--- src/rtl/rb_pkg.sv ---
// Shared RadioBox definitions: DDS channel FSM states, shadow select codes
// and phase-config widths.
package rb_pkg;

  localparam int RB_PHASE_W      = 48;
  localparam int RB_PHASE_DATA_W = 97;

  typedef enum logic [1:0] {
    RB_DDS_ST_OFF,
    RB_DDS_ST_CLK_ON,
    RB_DDS_ST_RUN,
    RB_DDS_ST_RST
  } rb_dds_st_e;

  localparam logic [1:0] RB_CFG_INC_LO = 2'd0;
  localparam logic [1:0] RB_CFG_INC_HI = 2'd1;
  localparam logic [1:0] RB_CFG_OFS    = 2'd2;

endpackage

--- src/rtl/rb_dds_shadow.sv ---
// Shadow registers for one DDS channel: bus write decode and assembly of the
// 48-bit phase increment and offset handed to the DDS on commit.
module rb_dds_shadow
  import rb_pkg::*;
(
  input  logic                  clk,
  input  logic                  rst,
  input  logic                  wr_i,
  input  logic [1:0]            sel_i,
  input  logic [31:0]           wdata_i,
  output logic [RB_PHASE_W-1:0] inc_o,
  output logic [RB_PHASE_W-1:0] ofs_o
);

  logic [31:0] inc_lo_q, inc_lo_d;
  logic [31:0] inc_hi_q, inc_hi_d;
  logic [31:0] ofs_q, ofs_d;

  always_comb begin
    inc_lo_d = inc_lo_q;
    inc_hi_d = inc_hi_q;
    ofs_d    = ofs_q;
    if (wr_i) begin
      case (sel_i)
        RB_CFG_INC_LO: inc_lo_d = wdata_i;
        RB_CFG_INC_HI: inc_hi_d = wdata_i;
        RB_CFG_OFS:    ofs_d    = wdata_i;
        default:       ;
      endcase
    end
  end

  always_ff @(posedge clk or posedge rst) begin
    if (rst) begin
      inc_lo_q <= '0;
      inc_hi_q <= '0;
      ofs_q    <= '0;
    end else begin
      inc_lo_q <= inc_lo_d;
      inc_hi_q <= inc_hi_d;
      ofs_q    <= ofs_d;
    end
  end

  // Only the top half of INC_LO reaches the DDS; the offset is left-aligned.
  assign inc_o = {inc_hi_q, inc_lo_q[31:16]};
  assign ofs_o = {ofs_q, 16'h0000};

endmodule

--- src/rtl/rb_dds_ctrl.sv ---
// DDS channel sequencer: clock-enable/reset bring-up and tear-down, and
// atomic one-beat delivery of committed phase configuration.
module rb_dds_ctrl
  import rb_pkg::*;
#(
  parameter int unsigned SETTLE = 3
) (
  input  logic                       clk_adc_125mhz,
  input  logic                       adc_rst_i,
  input  logic                       en_i,
  input  logic                       cfg_wr_i,
  input  logic [1:0]                 cfg_sel_i,
  input  logic [31:0]                cfg_wdata_i,
  input  logic                       commit_i,
  input  logic                       resync_i,
  output logic                       dds_clk_en_o,
  output logic                       dds_rstn_o,
  output logic                       phase_vld_o,
  output logic [RB_PHASE_DATA_W-1:0] phase_data_o,
  output logic                       busy_o,
  output logic                       pend_o
);

  // Handshake: phase_vld_o is a one-cycle push with no back-pressure; the
  // DDS must accept phase_data_o in every cycle phase_vld_o is high.

  localparam logic [3:0] CNT_INIT = 4'(SETTLE - 1);

  rb_dds_st_e                 state_q, state_d;
  logic [3:0]                 cnt_q, cnt_d;
  logic                       pend_q, pend_d;
  logic                       rs_q, rs_d;
  logic                       clk_en_q, clk_en_d;
  logic                       rstn_q, rstn_d;
  logic                       vld_q, vld_d;
  logic                       busy_q, busy_d;
  logic [RB_PHASE_DATA_W-1:0] data_q, data_d;
  logic [RB_PHASE_W-1:0]      inc, ofs;
  logic                       deliver;

  rb_dds_shadow u_shadow (
    .clk     (clk_adc_125mhz),
    .rst     (adc_rst_i),
    .wr_i    (cfg_wr_i),
    .sel_i   (cfg_sel_i),
    .wdata_i (cfg_wdata_i),
    .inc_o   (inc),
    .ofs_o   (ofs)
  );

  always_comb begin
    state_d = state_q;
    cnt_d   = cnt_q;
    case (state_q)
      RB_DDS_ST_OFF: begin
        if (en_i) begin
          state_d = RB_DDS_ST_CLK_ON;
          cnt_d   = CNT_INIT;
        end
      end
      RB_DDS_ST_CLK_ON: begin
        if (!en_i) begin
          state_d = RB_DDS_ST_RST;
          cnt_d   = CNT_INIT;
        end else if (cnt_q == 4'd0) begin
          state_d = RB_DDS_ST_RUN;
        end else begin
          cnt_d = cnt_q - 4'd1;
        end
      end
      RB_DDS_ST_RUN: begin
        if (!en_i) begin
          state_d = RB_DDS_ST_RST;
          cnt_d   = CNT_INIT;
        end
      end
      RB_DDS_ST_RST: begin
        if (cnt_q == 4'd0) state_d = RB_DDS_ST_OFF;
        else               cnt_d   = cnt_q - 4'd1;
      end
      default: state_d = RB_DDS_ST_OFF;
    endcase

    deliver = (state_q == RB_DDS_ST_RUN) && pend_q;
    // Entering RUN forces a delivery so the DDS always leaves reset with the
    // current configuration.
    pend_d  = (pend_q && !deliver) || commit_i ||
              ((state_d == RB_DDS_ST_RUN) && (state_q != RB_DDS_ST_RUN));
    rs_d    = (rs_q && !deliver) || (commit_i && resync_i);
    data_d  = deliver ? {rs_q, ofs, inc}
                      : {1'b0, data_q[RB_PHASE_DATA_W-2:0]};

    clk_en_d = (state_q != RB_DDS_ST_OFF);
    rstn_d   = (state_q == RB_DDS_ST_RUN);
    busy_d   = (state_q == RB_DDS_ST_CLK_ON) || (state_q == RB_DDS_ST_RST);
    vld_d    = deliver;
  end

  always_ff @(posedge clk_adc_125mhz or posedge adc_rst_i) begin
    if (adc_rst_i) begin
      state_q  <= RB_DDS_ST_OFF;
      cnt_q    <= '0;
      pend_q   <= 1'b0;
      rs_q     <= 1'b0;
      clk_en_q <= 1'b0;
      rstn_q   <= 1'b0;
      vld_q    <= 1'b0;
      busy_q   <= 1'b0;
      data_q   <= '0;
    end else begin
      state_q  <= state_d;
      cnt_q    <= cnt_d;
      pend_q   <= pend_d;
      rs_q     <= rs_d;
      clk_en_q <= clk_en_d;
      rstn_q   <= rstn_d;
      vld_q    <= vld_d;
      busy_q   <= busy_d;
      data_q   <= data_d;
    end
  end

  assign dds_clk_en_o = clk_en_q;
  assign dds_rstn_o   = rstn_q;
  assign phase_vld_o  = vld_q;
  assign phase_data_o = data_q;
  assign busy_o       = busy_q;
  assign pend_o       = pend_q;

endmodule

--- config.mk ---
export PLATFORM = sky130hd
export DESIGN_NAME = rb_dds_ctrl
export DESIGN_NICKNAME = d
export VERILOG_FILES = /design/src/rtl/rb_pkg.sv /design/src/rtl/rb_dds_shadow.sv /design/src/rtl/rb_dds_ctrl.sv
export SDC_FILE = /design/constraint.sdc
export NUM_CORES = 1
export LEC_CHECK = 0
export BUFFER_PORTS_ARGS = -buffer_cell sky130_fd_sc_hd__buf_2
export CORE_MARGIN = 4
export CORE_UTILIZATION = 59
export CTS_BUF_LIST = sky130_fd_sc_hd__clkbuf_16
export CTS_CLUSTER_DIAMETER = 80
export CTS_CLUSTER_SIZE = 30
export DETAILED_ROUTE_END_ITERATION = 7
export HOLD_SLACK_MARGIN = 0.02
export PLACE_DENSITY_LB_ADDON = 0.25
export SYNTH_ARGS = -nofsm -noshare
export SYNTH_HDL_FRONTEND = slang
export SYNTH_HIERARCHICAL = 1
export SYNTH_SLANG_ARGS = --single-unit
export TNS_END_PERCENT = 1
--- constraint.sdc ---
create_clock -name clk_adc_125mhz -period 7.6 [get_ports clk_adc_125mhz]
set_input_delay 0 -clock clk_adc_125mhz [delete_from_list [all_inputs] [get_ports clk_adc_125mhz]]
set_output_delay 0 -clock clk_adc_125mhz [all_outputs]
set_load 0.005 [all_outputs]
==> results.sh <==
export IMPL_die_area_sq_um=14300
export IMPL_synth_most_common_cell="nand2_1"
export IMPL_num_fill_cells=868
export IMPL_worstPathRequired_ps=7960
export IMPL_antenna_found_initial=0
export IMPL_finalMaxSlewViolations=0
export IMPL_skew_ps=10.2
export IMPL_place_area_sq_um=8060
export IMPL_setup_viol=0
export IMPL_vias=5134
export IMPL_maxSlewHeadroom=0.298
export IMPL_maxCapViolCount=0
export IMPL_worst_pin_slew_ps=1050
export IMPL_synth_cell_type_count=38
export IMPL_ys_warn_count=6
export IMPL_gp_congestion=0.799
export IMPL_syn_to_final_growth_pct=22.1
export IMPL_final_cells=1007
export IMPL_power_density_nw_per_um2=384
export IMPL_netlist_area_sq_um=7350
export IMPL_post_synth_cell_area_avg_sq_um=11.2
export IMPL_clk_path_buf_depth=2
export IMPL_first_pass_iters=4
export IMPL_synth_top_area_share=0.643
export IMPL_synth_largest_area_cell="dfrtp_1"
export IMPL_synthTopCellsByCount="nand2_1, dfrtp_1, mux2_2"
export IMPL_top_layer="met4"
export IMPL_worstSkewPairLatency_ps=430
export IMPL_drive_above_1_share=0.305
export IMPL_p_total_mw=3.45
export IMPL_drc_errors=0
export IMPL_swShare=0.336
export IMPL_cts_inserted_buffers=17
export IMPL_hp_class="in -> reg"
export IMPL_wire_per_inst_um=15.8
export IMPL_fin_nets=868
export IMPL_diodes=0
export IMPL_cp_max_fo=98
export IMPL_period_needed_ps=3080
export IMPL_intPower_mw=2.29
export IMPL_clk_pin_slew_worst_paths_ps=60
export IMPL_met2_length_mm=8.00
export IMPL_grt_total_usage=0.240
export IMPL_yosys_top_cells_area="dfrtp_1, nand2_1, mux2_2"
export IMPL_core_area_sq_um=12100
export IMPL_p_sw_mw=1.16
export IMPL_io_buffers=141
export IMPL_ys_async_sr_fraction=1.00
export IMPL_status="finished, final reports clean"
export IMPL_period_share=0.406
export IMPL_die_h_um=120
export IMPL_multi_input_area_sq_um=2350
export IMPL_wl_met1_mm=6.83
export IMPL_routed_via_density=5.10
export IMPL_rsz0062_at_grt="no"
export IMPL_initial_core_util=0.607
export IMPL_grt_pass1_vias=5385
export IMPL_synth_seq_cells=189
export IMPL_clock_fmax_mhz=324
export IMPL_yosysSeqAreaShare=0.643
export IMPL_grt_pass1_wl_mm=26.9
export IMPL_clkPwrFrac=0.239
export IMPL_grt_overflow_total=0
export IMPL_r2r_setup_slack_ps=4520
export IMPL_worstSetupPathType="reg -> reg"
export IMPL_comb_power_share=0.300
export IMPL_design_area_sq_um=8980
export IMPL_dpl_hpwl_mm=9.68
export IMPL_fin_setup_tns_ps=0
export IMPL_detail_route_antenna_nets=0
export IMPL_vdd_drop_max_mv=0.213
export IMPL_ys_flop_type="dfrtp_1"
export IMPL_cp_arrival_ps=3450
export IMPL_dp_cells=938
export IMPL_grt_max_degree=99
export IMPL_wl_met3_um=758
export IMPL_drt_iter0_drc=394
export IMPL_seqPwrFrac=0.461
export IMPL_cts_tree="done"
export IMPL_htreeDepth=4
export IMPL_worstSetupStartpointType="flop"
export IMPL_final_core_util=0.742
export IMPL_regArea_sq_um=4730
export IMPL_wl_mm=15.9
export IMPL_end_kind="flop"
export IMPL_io_pins=142
export IMPL_synthCells=656
export IMPL_cts_root_buffer="clkbuf_16"
export IMPL_hold_violations=0
export IMPL_rows=40
export IMPL_clock_sinks=189
export IMPL_p_leak_nw=4.72
export IMPL_dieWidth_um=120
export IMPL_cts_setup_buffers=0
export IMPL_synth_edff_count=0
==> registers in the layout, indices dropped and copies added (netlist names) <==
name and flops:
u_shadow/inc_hi_q 32, pend_o 1, u_shadow/inc_lo_q 16, state_q 2, cnt_q 4, dds_clk_en_o 1, u_shadow/ofs_q 32, phase_vld_o 1
phase_data_o 97, busy_o 1, rs_q 1, dds_rstn_o 1
==> cells by family after synthesis <==
| logic type | share of synthesized area |
|---|---|
| AOI/OAI and AO/OA | 0.0168 |
| xor gates and xnor gates | 0.00119 |
| adders and majority gates | 0.00170 |
| buffers and inverters | 0.0446 |
| DFF | 0.643 |
| muxes | 0.122 |
| other | 0.000510 |
| and+or+nand+nor | 0.170 |
==> worst paths after layout <==
path / to / startpoint / cells after the start
worst min register to register: phase_data_o[76]$_DFFE_PP0P_ / u_shadow/ofs_q[12]$_DFFE_PP0P_ / 2
worst min-delay path: u_shadow/inc_lo_q[27]$_DFFE_PP0P_ / cfg_sel_i[1] / 3
worst max-delay path: phase_data_o[6]$_DFFE_PP0P_ / state_q[0]$_DFF_PP0_ / 6
min in group asynchronous: phase_data_o[17]$_DFFE_PP0P_ / adc_rst_i / 3
worst max register to register: phase_data_o[6]$_DFFE_PP0P_ / state_q[0]$_DFF_PP0_ / 6
max in group asynchronous: phase_data_o[36]$_DFFE_PP0P_ / adc_rst_i / 4
==> timing repair <==
item | in CTS | in global routing
setup endpoints to repair | 0 | 0
hold buffers | 38 | 0
resized for setup | 0 | 0
hold endpoints to repair | 209 | 0
==> stage by stage <==
step / hold slack, ps / worst slack (ps)
floorplan: 108 / 4730
global placement: 88.6 / 4640
detailed placement: 109 / 4540
CTS: 93.3 / 4540
global route: 102 / 4200
finish: 103 / 4520
==> layer usage <==
metal / vias to the layer above / GRT usage
met3: 30 / 0.0589
met5: - / 0
met4: 0 / 0.0809
met2: 144 / 0.404
met1: 2556 / 0.308
li1: 2404 / -
==> placed cells by master, fill, tap and decap left out, types with 2 or more instances in the layout <==
cell type,count
dfrtp_1,189
o21ai_0,6
inv_1,7
clkbuf_16,17
conb_1,16
a31oi_1,3
clkinv_1,6
nand2_1,291
nand3b_1,2
a21oi_1,3
buf_2,141
nor2_1,4
mux2_2,80
nor2b_1,2
dlygate4sd3_1,38
bufinv_16,2
buf_4,5
==> power groups by stage <==
stage | Sequential [mW] | Clock (mW) | Combinational, mW
after floorplan | 1.57 | 0 | 0.633
after global placement | 1.58 | 0 | 0.978
after detailed placement | 1.60 | 0 | 1.02
after CTS | 1.58 | 0.832 | 1.04
after global routing | 1.63 | 0.881 | 1.18
final | 1.59 | 0.824 | 1.03
==> area by class of cell <==
class | instances | area share
Timing Repair Buffer | 184 | 0.125
Clock inverter | 14 | 0.0127
Multi-Input combinational cell | 429 | 0.262
Clock buffer | 17 | 0.0474
Sequential cell | 189 | 0.527
Inverter | 6 | 0.00293
Tap cell | 168 | 0.0234
==> worst max-delay path, stage by stage, from the launching register on <==
cell	delay [ps]
dfrtp_1	560
nor2b_4	260
nand2_4	560
inv_2	680
buf_4	660
nand2_1	160
nand2_1	100
Note: power is estimated with default switching activity, not from simulation.
